## src/rtl/ex_wb_stage.sv

```systemverilog
`default_nettype none
// ============================================================================
//  Module      : ex_wb_stage
//  Description : ALU execute-to-writeback stage with a 2-entry skid buffer,
//                architectural Z/C status register and retired counter.
//  Revision    : 1.0 - initial release
// ============================================================================
module ex_wb_stage #(
  parameter int DATA_W = 16,
  parameter int RD_W   = 3,
  parameter int CNT_W  = 16
) (
  input  logic              clk,
  input  logic              rst_n,
  input  logic              flush,
  input  logic              in_valid,
  output logic              in_ready,
  input  logic [DATA_W-1:0] in_result,
  input  logic              in_zero,
  input  logic              in_carry,
  input  logic [RD_W-1:0]   in_rd,
  input  logic              in_wr_en,
  input  logic              in_flag_en,
  output logic              out_valid,
  input  logic              out_ready,
  output logic [DATA_W-1:0] out_result,
  output logic [RD_W-1:0]   out_rd,
  output logic              out_wr_en,
  output logic              flag_z,
  output logic              flag_c,
  output logic [CNT_W-1:0]  retired
);

  typedef enum logic [1:0] {
    S_EMPTY = 2'd0,
    S_ONE   = 2'd1,
    S_FULL  = 2'd2
  } state_t;

  typedef struct packed {
    logic [DATA_W-1:0] result;
    logic              zero;
    logic              carry;
    logic [RD_W-1:0]   rd;
    logic              wr_en;
    logic              flag_en;
  } entry_t;

  localparam logic [CNT_W-1:0] c_cnt_one = {{(CNT_W-1){1'b0}}, 1'b1};

  state_t             r_state;
  state_t             w_state_nxt;
  entry_t             r_main;
  entry_t             r_skid;
  entry_t             w_in_entry;
  logic               r_in_ready;
  logic               r_flag_z;
  logic               r_flag_c;
  logic [CNT_W-1:0]   r_retired;
  logic               w_in_fire;
  logic               w_out_fire;
  logic               w_out_valid;
  logic               w_load_main_in;
  logic               w_load_main_skid;
  logic               w_load_skid;

  assign w_in_entry = '{result:  in_result,
                        zero:    in_zero,
                        carry:   in_carry,
                        rd:      in_rd,
                        wr_en:   in_wr_en,
                        flag_en: in_flag_en};

  assign w_out_valid = (r_state != S_EMPTY);
  assign w_in_fire   = in_valid & r_in_ready;
  assign w_out_fire  = w_out_valid & out_ready;

  always_comb begin
    w_state_nxt      = r_state;
    w_load_main_in   = 1'b0;
    w_load_main_skid = 1'b0;
    w_load_skid      = 1'b0;
    unique case (r_state)
      S_EMPTY: begin
        if (w_in_fire) begin
          w_state_nxt    = S_ONE;
          w_load_main_in = 1'b1;
        end
      end
      S_ONE: begin
        if (w_in_fire && w_out_fire) begin
          w_load_main_in = 1'b1;
        end else if (w_in_fire) begin
          w_state_nxt = S_FULL;
          w_load_skid = 1'b1;
        end else if (w_out_fire) begin
          w_state_nxt = S_EMPTY;
        end
      end
      S_FULL: begin
        if (w_out_fire) begin
          w_state_nxt      = S_ONE;
          w_load_main_skid = 1'b1;
        end
      end
      default: w_state_nxt = S_EMPTY;
    endcase
    // Flush discards everything buffered, including a same-cycle accept.
    if (flush) begin
      w_state_nxt      = S_EMPTY;
      w_load_main_in   = 1'b0;
      w_load_main_skid = 1'b0;
      w_load_skid      = 1'b0;
    end
  end

  always_ff @(posedge clk) begin
    if (!rst_n) begin
      r_state    <= S_EMPTY;
      r_in_ready <= 1'b1;
      r_main     <= '0;
      r_skid     <= '0;
      r_flag_z   <= 1'b0;
      r_flag_c   <= 1'b0;
      r_retired  <= '0;
    end else begin
      r_state    <= w_state_nxt;
      // Registered ready: known one cycle ahead from the next occupancy.
      r_in_ready <= (w_state_nxt != S_FULL);
      if (w_load_main_in) begin
        r_main <= w_in_entry;
      end else if (w_load_main_skid) begin
        r_main <= r_skid;
      end
      if (w_load_skid) begin
        r_skid <= w_in_entry;
      end
      // The consumer saw the entry, so it commits even under flush.
      if (w_out_fire) begin
        if (r_main.flag_en) begin
          r_flag_z <= r_main.zero;
          r_flag_c <= r_main.carry;
        end
        r_retired <= r_retired + c_cnt_one;
      end
    end
  end

  assign in_ready   = r_in_ready;
  assign out_valid  = w_out_valid;
  assign out_result = r_main.result;
  assign out_rd     = r_main.rd;
  assign out_wr_en  = w_out_valid & r_main.wr_en;
  assign flag_z     = r_flag_z;
  assign flag_c     = r_flag_c;
  assign retired    = r_retired;

endmodule
`default_nettype wire
```

## config.mk

```make
export PLATFORM = sky130hd
export DESIGN_NAME = ex_wb_stage
export DESIGN_NICKNAME = d
export VERILOG_FILES = /design/src/rtl/ex_wb_stage.sv
export SDC_FILE = /design/constraint.sdc
export NUM_CORES = 1
export LEC_CHECK = 0
export ABC_AREA = 1
export CAP_MARGIN = 20
export CORE_UTILIZATION = 50
export CTS_CLUSTER_SIZE = 30
export DETAILED_ROUTE_END_ITERATION = 16
export MAX_ROUTING_LAYER = met4
export PLACE_DENSITY = 0.77
export SLEW_MARGIN = 20
export SYNTH_ARGS = -nofsm -noshare
export SYNTH_HDL_FRONTEND = slang
export SYNTH_SLANG_ARGS = --single-unit
export TNS_END_PERCENT = 5
```

## constraint.sdc

```tcl
create_clock -name clk -period 1.5 [get_ports clk]
set_input_delay 0.3 -clock clk [delete_from_list [all_inputs] [get_ports clk]]
set_output_delay 0.3 -clock clk [all_outputs]
set_load 0.005 [all_outputs]
```

==> impl_metrics.env <==
export IMPL_cts_made_buffers=9
export IMPL_ys_seq_elements=67
export IMPL_crit_buf_inv=1
export IMPL_dr_pass1_iters=6
export IMPL_boundaryPins=68
export IMPL_cts_sinks=67
export IMPL_yosys_area_top_type="dfxtp_1"
export IMPL_post_route_drc_count=0
export IMPL_synth_nets=429
export IMPL_crit_path_max_incr_delay_ps=520
export IMPL_cts_tree="done"
export IMPL_first_iter_violations=101
export IMPL_grt_pass1_wl_um=10900
export IMPL_drv_cap=0
export IMPL_placed_area_um2=3670
export IMPL_cp_start_kind="register"
export IMPL_diodes=0
export IMPL_yosys_cell_types_count=24
export IMPL_worstPathCellList="clkdlybuf4s50_1"
export IMPL_core_um2=5570
export IMPL_async_flop_share=0
export IMPL_worstHoldStart="r_skid[14]$_SDFFE_PN0P_"
export IMPL_r2r_start="retired[1]$_SDFFE_PN0P_"
export IMPL_hold_buffers=0
export IMPL_numPortBuffers=67
export IMPL_start_util=0.528
export IMPL_slew_headroom=0.812
export IMPL_final_area_um2=3890
export IMPL_synth_edf_count=0
export IMPL_final_cells=536
export IMPL_grt_total_usage=0.233
export IMPL_worstHoldPathCells=2
export IMPL_reg2reg_to="retired[14]$_SDFFE_PN0P_"
export IMPL_core_rowCount=27
export IMPL_ys_warnings_count=0
export IMPL_seq_area_frac_synth=0.456
export IMPL_synth_most_common_cell="nand2_1"
export IMPL_via_per_inst=5.17
export IMPL_hold_path_class="register to register"
export IMPL_root_buffer="clkbuf_8"
export IMPL_clk_pin_slew_ps=70
export IMPL_avgRoutedWirePerCell_um=12.4
export IMPL_syn_area_per_cell_um2=7.36
export IMPL_grt_max_degree=47
export IMPL_drive_gt1_frac=0.170
export IMPL_clockBufferDepth=2
export IMPL_synth_area_leaders="dfxtp_1, nand2_1, a21oi_1, inv_1, nand3_1"
export IMPL_fin_skew_ps=5.76
export IMPL_dp_cells=522
export IMPL_grt_pass1_vias=2496
export IMPL_antenna_found_initial=0
export IMPL_worst_slew_pin_slew_ps=281
export IMPL_critPathArrivalTime_ps=1190
export IMPL_vdd_ir_drop_max_uv=635
export IMPL_die_x_um=78.7
export IMPL_place_gp_congestion=0.802
export IMPL_clk_latency_ps=340
export IMPL_critPathRequiredTime_ps=1200
export IMPL_path_max_fanout=2
export IMPL_fmax_mhz=669
export IMPL_hold_end="r_skid[14]$_SDFFE_PN0P_"
export IMPL_setup_violations=0
export IMPL_ys_flop_type="dfxtp_1"
export IMPL_wl_um=6660
export IMPL_hold_violations=0
export IMPL_hpwl_um=4700
export IMPL_syn_area_um2=2940
export IMPL_crit_slowest_cell="clkdlybuf4s50_1"
export IMPL_fin_nets=490
export IMPL_synth_top_area_frac=0.456
export IMPL_fin_crit_ps=1490
export IMPL_power_total_w=0.00348
export IMPL_die_y_um=78.7
export IMPL_critPathKind="register to output port"
export IMPL_power_density_nw_per_um2=895
export IMPL_status="complete, no violations"
export IMPL_cp_end_kind="output port"
export IMPL_p_leak_nw=1.72
export IMPL_drv_slew=0
export IMPL_via_count=2772
export IMPL_overflow=0
export IMPL_dieArea_um2=6200
export IMPL_reg2reg_slack_ps=110
export IMPL_ant_nets=0
export IMPL_htreeDepth=3
export IMPL_cp_top_family="buffers and inverters"
export IMPL_r2r_cells=6
export IMPL_area_growth_pct=32.3
export IMPL_synth_commonest_cells="nand2_1, dfxtp_1, inv_1"
export IMPL_period_share=0.996
export IMPL_syn_instance_count=400
[kinds of logic (layout without fill, tap and decap cells)]
| group | after synthesis | count (layout) | synth area share |
|---|---|---|---|
| simple gates | 155 | 155 | 0.236 |
| compound gates | 89 | 89 | 0.162 |
| buf+inv | 87 | 151 | 0.139 |
| flops | 67 | 67 | 0.456 |
| fa+ha+maj | 1 | 1 | 0.00425 |
| xor+xnor | 1 | 1 | 0.00298 |
[tightest hold or removal path, delay by kind of cell (launching register included)]
kind | cells | cell delay, ps
compound gates | 1 | 50
buf+inv | 1 | 40
flops | 1 | 310
[what timing repair did]
item,CTS,global route
endpoints found under the setup margin,27,18
hold endpoints to repair,0,0
cloned,0,0
gates resized for setup,43,18
setup buffers,0,0
[power by group]
| group | internal [W] | switching, W | total [W] |
|---|---|---|---|
| sequential | 0.00182 | 0.0000262 | 0.00185 |
| clock | 0.000669 | 0.000641 | 0.00131 |
| combinational | 0.000176 | 0.000151 | 0.000327 |
| total | 0.00267 | 0.000817 | 0.00348 |
[metal layers]
| metal | part of all wire | GRT usage | wire (µm) | vias up |
|---|---|---|---|---|
| li1 | - | - | - | 1407 |
| met1 | 0.45 | 0.274 | 3000 | 1285 |
| met2 | 0.48 | 0.382 | 3220 | 69 |
| met3 | 0.047 | 0.0529 | 310 | 11 |
| met4 | 0.019 | 0.100 | 127 | 0 |
| met5 | 0 | - | 0 | - |
[worst max-delay path by stage]
| stage | start | end | slack [ps] | depth (start not counted) |
|---|---|---|---|---|
| finish | out_rd[2]$_SDFFE_PN0P_ | out_rd[2] | 5 | 1 |
| global placement | out_ready | out_result[12]$_SDFFE_PN0P_ | -170 | 8 |
| global route | out_rd[2]$_SDFFE_PN0P_ | out_rd[2] | -40 | 1 |
| detailed placement | in_valid | out_result[11]$_SDFFE_PN0P_ | -210 | 8 |
| floorplan | retired[1]$_SDFFE_PN0P_ | retired[8]$_SDFFE_PN0P_ | 250 | 6 |
| CTS | retired[1]$_SDFFE_PN0P_ | retired[1] | 1 | 1 |
[sequential cells by signal (all words and copies together) (netlist names)]
register and flops:
r_skid 23, out_result 16, retired 16, r_main 4, out_rd 3, r_state 2, flag_c 1, flag_z 1
in_ready 1
[cell usage in the layout, fill, tap and decap left out, drive strengths merged]
cell	netlist	routed
dlymetal6s2s	0	14
inv	50	50
buf	26	20
dlygate4sd2	0	17
nand3	34	34
clkbuf	11	12
a31oi	24	24
dfxtp	67	67
nor2	29	29
ha	1	1
clkinvlp	0	1
clkinv	0	1
nor3	4	4
clkdlybuf4s50	0	36
nor4	1	1
nand2	82	82
a21oi	33	33
nand4	5	5
xor2	1	1
o21ai	32	32
[stage by stage]
step                      setup slack, ps  hold slack (ps)  TNS (ps)   util
final                                5.47              442         0  0.699
after global routing                -39.0              456     -47.0  0.699
after CTS                            1.34              444         0  0.691
after detailed placement             -214              434     -9950  0.658
after global placement               -170              431     -7610  0.658
after floorplan                       252              379         0      -
[area by class of cell]
type | instances | area (µm²)
fillers | 466 | 1680
flip-flops and latches | 67 | 1380
multi-input cells | 246 | 1200
repair buffers | 87 | 872
inverters | 50 | 188
clock buffers | 12 | 155
well taps | 72 | 90.1
clock inverters | 2 | 12.5
Power figures use the tool's default switching activity.
